--- src/rtl/ps2_kbd_fifo_if.sv ---
// rtl/ps2_kbd_fifo_if.sv - CPU-side bus of the PS/2 keyboard receiver FIFO
//
// Ports (slave = receiver, master = CPU):
//   rd        pop strobe, one cycle, active high
//   data      FIFO head {ext, brk, code[7:0]}
//   ready     FIFO non-empty
//   level     FIFO occupancy, 0..DEPTH
//   overflow  sticky: a code was dropped on a full FIFO
//   frame_err one-cycle pulse per rejected or abandoned frame
//   err_cnt   saturating count of frame_err pulses
`timescale 1ns/1ps
interface ps2_kbd_fifo_if #(
    parameter int DEPTH = 16
);
    localparam int LW = $clog2(DEPTH) + 1;

    logic          rd;
    logic [9:0]    data;
    logic          ready;
    logic [LW-1:0] level;
    logic          overflow;
    logic          frame_err;
    logic [7:0]    err_cnt;

    modport master (output rd, input data, ready, level, overflow, frame_err, err_cnt);
    modport slave  (input rd, output data, ready, level, overflow, frame_err, err_cnt);
endinterface

--- src/rtl/ps2_kbd_fifo.sv ---
// rtl/ps2_kbd_fifo.sv - PS/2 keyboard receiver with prefix decode and FWFT FIFO
//
// Ports:
//   clk       system clock, rising edge
//   rst       asynchronous active-high reset
//   ps2_clk   raw PS/2 clock pin
//   ps2_data  raw PS/2 data pin
//   bus       CPU-side bus (ps2_kbd_fifo_if.slave): rd, data, ready, level,
//             overflow, frame_err, err_cnt
`timescale 1ns/1ps
module ps2_kbd_fifo #(
    parameter int DEPTH       = 16,
    parameter int FILTER_LEN  = 8,
    parameter int TIMEOUT_CYC = 50000,
    parameter int DECODE      = 1
) (
    input  logic          clk,
    input  logic          rst,
    input  logic          ps2_clk,
    input  logic          ps2_data,
    ps2_kbd_fifo_if.slave bus
);
    localparam int AW = $clog2(DEPTH);
    localparam int LW = AW + 1;
    localparam int FW = $clog2(FILTER_LEN + 1);
    localparam int TW = $clog2(TIMEOUT_CYC + 1);

    // input path
    logic          clk_s1_q, clk_s1_d, clk_s2_q, clk_s2_d;
    logic          dat_s1_q, dat_s1_d, dat_s2_q, dat_s2_d;
    logic          filt_clk_q, filt_clk_d;
    logic [FW-1:0] filt_cnt_q, filt_cnt_d;
    logic          strobe;

    // deframer and decoder
    logic [3:0]    bit_cnt_q, bit_cnt_d;
    logic [9:0]    shift_q, shift_d;
    logic [TW-1:0] to_cnt_q, to_cnt_d;
    logic          ext_q, ext_d, brk_q, brk_d;
    logic          byte_vld, frame_bad, timeout;
    logic [7:0]    byte_code;
    logic          push_req;
    logic [9:0]    push_word;

    // error reporting
    logic          frame_err_q, frame_err_d;
    logic [7:0]    err_cnt_q, err_cnt_d;

    // FIFO
    logic [9:0]    mem_q [DEPTH];
    logic [AW-1:0] wr_ptr_q, wr_ptr_d, rd_ptr_q, rd_ptr_d;
    logic [LW-1:0] level_q, level_d;
    logic          overflow_q, overflow_d;
    logic          pop, push, drop, full;

    always_comb begin
        clk_s1_d   = ps2_clk;
        clk_s2_d   = clk_s1_q;
        dat_s1_d   = ps2_data;
        dat_s2_d   = dat_s1_q;
        filt_clk_d = filt_clk_q;
        filt_cnt_d = '0;
        strobe     = 1'b0;
        // Any sample equal to the filtered level restarts the run count, so a
        // glitch shorter than FILTER_LEN never moves the filtered clock.
        if (clk_s2_q != filt_clk_q) begin
            if (filt_cnt_q == FW'(FILTER_LEN - 1)) begin
                filt_clk_d = clk_s2_q;
                strobe     = filt_clk_q;
            end else begin
                filt_cnt_d = filt_cnt_q + FW'(1);
            end
        end
    end

    always_comb begin
        bit_cnt_d = bit_cnt_q;
        shift_d   = shift_q;
        to_cnt_d  = to_cnt_q;
        byte_vld  = 1'b0;
        frame_bad = 1'b0;
        timeout   = 1'b0;
        byte_code = shift_q[8:1];
        if (strobe) begin
            to_cnt_d = '0;
            if (bit_cnt_q == 4'd10) begin
                // The stop bit is the current sample; it is never stored.
                bit_cnt_d = '0;
                if (!shift_q[0] && dat_s2_q && (^shift_q[9:1]))
                    byte_vld = 1'b1;
                else
                    frame_bad = 1'b1;
            end else begin
                shift_d[bit_cnt_q] = dat_s2_q;
                bit_cnt_d          = bit_cnt_q + 4'd1;
            end
        end else if (bit_cnt_q != 4'd0) begin
            if (to_cnt_q == TW'(TIMEOUT_CYC - 1)) begin
                to_cnt_d  = '0;
                bit_cnt_d = '0;
                timeout   = 1'b1;
            end else begin
                to_cnt_d = to_cnt_q + TW'(1);
            end
        end else begin
            to_cnt_d = '0;
        end
    end

    always_comb begin
        ext_d     = ext_q;
        brk_d     = brk_q;
        push_req  = 1'b0;
        push_word = {ext_q, brk_q, byte_code};
        // A timeout keeps the prefixes; only a rejected frame discards them.
        if (frame_bad) begin
            ext_d = 1'b0;
            brk_d = 1'b0;
        end else if (byte_vld) begin
            if (DECODE != 0) begin
                if (byte_code == 8'hE0) begin
                    ext_d = 1'b1;
                end else if (byte_code == 8'hF0) begin
                    brk_d = 1'b1;
                end else begin
                    push_req = 1'b1;
                    ext_d    = 1'b0;
                    brk_d    = 1'b0;
                end
            end else begin
                push_req  = 1'b1;
                push_word = {2'b00, byte_code};
            end
        end
    end

    always_comb begin
        frame_err_d = frame_bad | timeout;
        err_cnt_d   = err_cnt_q;
        if (frame_err_d && (err_cnt_q != 8'hFF))
            err_cnt_d = err_cnt_q + 8'd1;
    end

    always_comb begin
        pop  = bus.rd && (level_q != '0);
        full = (level_q == LW'(DEPTH));
        push = push_req && (!full || pop);
        drop = push_req && full && !pop;

        wr_ptr_d = push ? wr_ptr_q + AW'(1) : wr_ptr_q;
        rd_ptr_d = pop  ? rd_ptr_q + AW'(1) : rd_ptr_q;

        level_d = level_q;
        if (push && !pop)
            level_d = level_q + LW'(1);
        else if (pop && !push)
            level_d = level_q - LW'(1);

        overflow_d = overflow_q;
        if (drop)
            overflow_d = 1'b1;
        else if (pop)
            overflow_d = 1'b0;
    end

    always_ff @(posedge clk or posedge rst) begin
        if (rst) begin
            clk_s1_q    <= 1'b1;
            clk_s2_q    <= 1'b1;
            dat_s1_q    <= 1'b1;
            dat_s2_q    <= 1'b1;
            filt_clk_q  <= 1'b1;
            filt_cnt_q  <= '0;
            bit_cnt_q   <= '0;
            shift_q     <= '0;
            to_cnt_q    <= '0;
            ext_q       <= 1'b0;
            brk_q       <= 1'b0;
            frame_err_q <= 1'b0;
            err_cnt_q   <= '0;
            wr_ptr_q    <= '0;
            rd_ptr_q    <= '0;
            level_q     <= '0;
            overflow_q  <= 1'b0;
        end else begin
            clk_s1_q    <= clk_s1_d;
            clk_s2_q    <= clk_s2_d;
            dat_s1_q    <= dat_s1_d;
            dat_s2_q    <= dat_s2_d;
            filt_clk_q  <= filt_clk_d;
            filt_cnt_q  <= filt_cnt_d;
            bit_cnt_q   <= bit_cnt_d;
            shift_q     <= shift_d;
            to_cnt_q    <= to_cnt_d;
            ext_q       <= ext_d;
            brk_q       <= brk_d;
            frame_err_q <= frame_err_d;
            err_cnt_q   <= err_cnt_d;
            wr_ptr_q    <= wr_ptr_d;
            rd_ptr_q    <= rd_ptr_d;
            level_q     <= level_d;
            overflow_q  <= overflow_d;
        end
    end

    // Storage is deliberately left out of reset; data is ignored while empty.
    always_ff @(posedge clk) begin
        if (push)
            mem_q[wr_ptr_q] <= push_word;
    end

    assign bus.data      = mem_q[rd_ptr_q];
    assign bus.ready     = (level_q != '0);
    assign bus.level     = level_q;
    assign bus.overflow  = overflow_q;
    assign bus.frame_err = frame_err_q;
    assign bus.err_cnt   = err_cnt_q;
endmodule

--- src/flat_wrapper.sv ---
// flat-port wrapper written by rule: the top's interface ports become plain ports
module ps2_kbd_fifo_flat 
#(
    parameter int DEPTH       = 16,
    parameter int FILTER_LEN  = 8,
    parameter int TIMEOUT_CYC = 50000,
    parameter int DECODE      = 1
)
  (clk, rst, ps2_clk, ps2_data, bus_rd, bus_data, bus_ready, bus_level, bus_overflow, bus_frame_err, bus_err_cnt);
  ps2_kbd_fifo_if #(.DEPTH(DEPTH)) bus_i ();
  input  logic clk;
  input  logic rst;
  input  logic ps2_clk;
  input  logic ps2_data;
  input wire logic [$bits(bus_i.rd)-1:0] bus_rd;
  output wire logic [$bits(bus_i.data)-1:0] bus_data;
  output wire logic [$bits(bus_i.ready)-1:0] bus_ready;
  output wire logic [$bits(bus_i.level)-1:0] bus_level;
  output wire logic [$bits(bus_i.overflow)-1:0] bus_overflow;
  output wire logic [$bits(bus_i.frame_err)-1:0] bus_frame_err;
  output wire logic [$bits(bus_i.err_cnt)-1:0] bus_err_cnt;
  assign bus_i.rd = bus_rd;
  assign bus_data = bus_i.data;
  assign bus_ready = bus_i.ready;
  assign bus_level = bus_i.level;
  assign bus_overflow = bus_i.overflow;
  assign bus_frame_err = bus_i.frame_err;
  assign bus_err_cnt = bus_i.err_cnt;
  ps2_kbd_fifo #(.DEPTH(DEPTH), .FILTER_LEN(FILTER_LEN), .TIMEOUT_CYC(TIMEOUT_CYC), .DECODE(DECODE)) u_core (.clk(clk), .rst(rst), .ps2_clk(ps2_clk), .ps2_data(ps2_data), .bus(bus_i));
endmodule
--- config.mk ---
export PLATFORM = sky130hd
export DESIGN_NAME = ps2_kbd_fifo_flat
export DESIGN_NICKNAME = d
export VERILOG_FILES = /design/src/rtl/ps2_kbd_fifo_if.sv /design/src/rtl/ps2_kbd_fifo.sv /design/src/flat_wrapper.sv
export SDC_FILE = /design/constraint.sdc
export NUM_CORES = 1
export LEC_CHECK = 0
export ABC_AREA = 1
export CORE_MARGIN = 2
export CORE_UTILIZATION = 30
export DETAILED_ROUTE_END_ITERATION = 10
export PLACE_DENSITY = 0.44
export SLEW_MARGIN = 20
export SYNTH_ARGS = -nofsm -noshare
export SYNTH_HDL_FRONTEND = slang
export SYNTH_SLANG_ARGS = --single-unit
--- constraint.sdc ---
create_clock -name clk -period 8.1 [get_ports clk]
set_clock_uncertainty 0.1 [all_clocks]
set_input_delay 2.025 -clock clk [delete_from_list [all_inputs] [get_ports clk]]
set_output_delay 2.025 -clock clk [all_outputs]
set_load 0.03 [all_outputs]
==> flow_summary_export.csv <==
group,metric,value,unit
cts,cts_hold_buf,0,
logic_synthesis,synth-edff-count,160,
die,die_w,184,µm
pwr,p_leak,4.51,nW
layout,layout_commonest_cell,"edfxtp_1",
worst_setup_path,max_stage_delay,1.04,ns
global_routing,grt_pass1_wl,35600,µm
worst_setup_path,worstReg2RegStart,"u_core.shift_q[1]$_DFFE_PP0P_",
logic_synthesis,ys.warnings.count,0,
worst_setup_path,startpoint_type,"flop",
timing,slew_violations,0,
timing,rsz0062_at_grt,"no",
pwr,p_per_area,293,nW/µm²
layout,fill_cells,3117,
layout,finish.utilization,35.8,%
global_routing,grt_max_degree,65,
timing,period_share,72.5,%
logic_synthesis,avgSynthCellArea,11.8,µm²
hold_path,min_to,"u_core.clk_s2_q$_DFF_PP1_",
worst_setup_path,cp-startpoint,"u_core.rd_ptr_q[2]$_DFFE_PP0N_",
timing,fin_tns_setup,0,ns
layout,antennaDiodeCount,0,
die,die_h,184,µm
worst_setup_path,cp_data_arrival_time,3.75,ns
logic_synthesis,synthesis.area,9720,µm²
logic_synthesis,synth_seq_cells,224,
timing,fmax,0.170,GHz
logic_synthesis,synthArstFlopShare,28.6,%
logic_synthesis,synth_fp_nets,844,
layout,drive_gt1_share,10.4,%
die,ios,31,
cts,cts_setup_buffers,0,
drt,dr_total_vias,6082,
placed_design,place_area,10500,µm²
placed_design,portBuffers,30,
cts,ctsResizeCount,0,
die,core,31700,µm²
worst_setup_path,cp_slowest_cell,"dfrtp_1",
hold_path,hp-start,"u_core.clk_s1_q$_DFF_PP1_",
cts,cts_max_level,1,
logic_synthesis,netlist-cell-type-count,42,
timing,layout_setup_ws,2.23,ns
logic_synthesis,synth_top_flop_cell,"edfxtp_1",
worst_setup_path,r2r-end,"u_core.bus.level[4]$_DFFE_PP0P_",
cts,cts_inserted_buffers,25,
worst_setup_path,path_class,"flop to output pin",
placed_design,dp_cells,1241,
drt,drt.antenna.violating_nets,0,
hold_path,holdCritPathClass,"flop to flop",
timing,tightestPinTransition,1.06,ns
worst_setup_path,cp_max_fo,25,
drt,avgRoutedWirePerCell,17.6,µm
outcome,status,"completed",
worst_setup_path,r2r_cells,21,
hold_path,hold_depth,0,
die,fp.dieArea,33800,µm²
global_routing,grt_overflow_total,0,
worst_setup_path,cp_cell_sequence,"clkinv_1 > o221ai_1 > nand3_1 > nand2_1 > clkdlybuf4s50_1",
drt,vias_per_cell,4.73,
die,fp-row-count,65,
timing,whs,0.258,ns
logic_synthesis,synthCells,821,
drt,wirelength,22600,µm
timing,slew_headroom,29.6,%
timing,hold_viol_final,0,
logic_synthesis,synth_area_leaders,"edfxtp_1 (49%), dfrtp_1 (15%), nor2_1 (4.3%)",
placed_design,place_worst_setup_slack,2.72,ns
global_routing,antenna_found_initial,0,
drt,drc,0,
cts,clk_pin_slew,0.06,ns
layout,stdcell_area,11300,µm²
placed_design,routabilityCongestion,0.765,
worst_setup_path,end_kind,"output pin",
drt,drt_iter0_drc,443,
pwr,finalPower,3.32,mW
cts,clock_sinks,224,
layout,syn2layout_area_growth,16.8,%
layout,layout_common_cells,"edfxtp_1 (160), nor2_1 (111), nand2_1 (107)",
logic_synthesis,yosysTopAreaCell,"edfxtp_1",
worst_setup_path,cp_data_required_time,5.98,ns
cts,cts_buffer_depth,3,
layout,finalNonFillerCells,1287,
logic_synthesis,yosysSeqAreaShare,66.0,%
die,start_util,30.6,%
timing,finalSetupViolations,0,
timing,min_period,5.87,ns
flow_run,maxCapViolCount,0,
cts,cts_tree,"done",
worst_setup_path,reg2reg_slack,4.29,ns
placed_design,hpwl,13900,µm
logic_synthesis,synth_top_area_share,49.5,%
layout,fin_nets,889,
global_routing,grt_usage,13.7,%
global_routing,grt_pass1_vias,6025,
drt,dr.pass1.iters,4,
pwr,peakVddDrop,186,µV
cts,cts-root-buf,"clkbuf_16",
cts,clkLatencyLatePin,0.53,ns
worst max path at each step:
stage,end,cells past startpoint
after floorplan,u_core.bus.level[4]$_DFFE_PP0P_,12
final,bus_data[4],5
after CTS,bus_data[0],5
after global routing,bus_data[0],5
after global placement,bus_data[6],5
after detailed placement,bus_data[0],5
cell usage after synthesis, types with 2 or more instances:
| master | number |
|---|---|
| o21ai_1 | 6 |
| nor3b_1 | 3 |
| o21ai_0 | 56 |
| ha_1 | 17 |
| edfxtp_1 | 160 |
| nand2_2 | 3 |
| inv_1 | 58 |
| o31ai_1 | 2 |
| dfstp_2 | 5 |
| mux2i_1 | 32 |
| nand3_1 | 38 |
| o221ai_1 | 31 |
| nor2_4 | 2 |
| xor2_1 | 8 |
| a31oi_1 | 2 |
| nand2_1 | 107 |
| xnor2_1 | 6 |
| dfrtp_1 | 59 |
| a21oi_1 | 17 |
| nor2_1 | 112 |
| o32ai_1 | 9 |
| nor2_2 | 7 |
| nand2_4 | 5 |
| clkbuf_1 | 21 |
| nor3_1 | 9 |
| buf_2 | 8 |
| o21a_1 | 2 |
| clkinv_1 | 2 |
| inv_2 | 5 |
| o211ai_1 | 9 |
| nand4_1 | 8 |
| nor2_8 | 2 |
sequential cells by signal, indices dropped and copies added, names as in the netlist:
signal	cells
u_core.bit_cnt_q	4
u_core.brk_q	1
u_core.bus.err_cnt	8
u_core.bus.frame_err	1
u_core.bus.level	5
u_core.bus.overflow	1
u_core.clk_s1_q	1
u_core.clk_s2_q	1
u_core.dat_s1_q	1
u_core.dat_s2_q	1
u_core.ext_q	1
u_core.filt_clk_q	1
u_core.filt_cnt_q	4
u_core.mem_q	160
u_core.rd_ptr_q	4
u_core.shift_q	10
u_core.to_cnt_q	16
u_core.wr_ptr_q	4
power by group:
| part | total [mW] | switching, mW | internal, mW |
|---|---|---|---|
| sequential | 1.39 | 0.141 | 1.25 |
| clock | 1.12 | 0.457 | 0.658 |
| combinational | 0.814 | 0.500 | 0.313 |
| total | 3.32 | 1.10 | 2.22 |
kinds of logic after synthesis:
group,share of synthesized area (%)
xor+xnor,1.26
buf+inv,3.82
simple gates,14.2
fa+ha+maj,2.40
compound gates,8.89
flops,66.0
mux,3.41
worst max-delay path, delay by kind of cell, from the launching register on:
kind / cells / cell delay, ns
buf+inv: 2 / 1.65
flops: 1 / 1.04
compound gates: 1 / 0.28
simple gates: 2 / 0.25
area by class of cell:
cell class	count	area (µm²)	share of cell area, %
clock buffers	38	694	6.12
clock inverters	8	108	0.948
inverters	66	253	2.23
well taps	402	503	4.43
flip-flops and latches	224	6420	56.5
multi-input cells	502	2950	26.0
repair buffers	47	428	3.77
routing by layer:
metal	track usage (%)	share of wire, %	vias up
li1	-	-	3016
met1	18.7	48	2941
met2	23.1	47	94
met3	2.18	3.5	31
met4	2.56	1.7	0
met5	0	0	-
No activity file was read; power rests on OpenSTA's default activity.
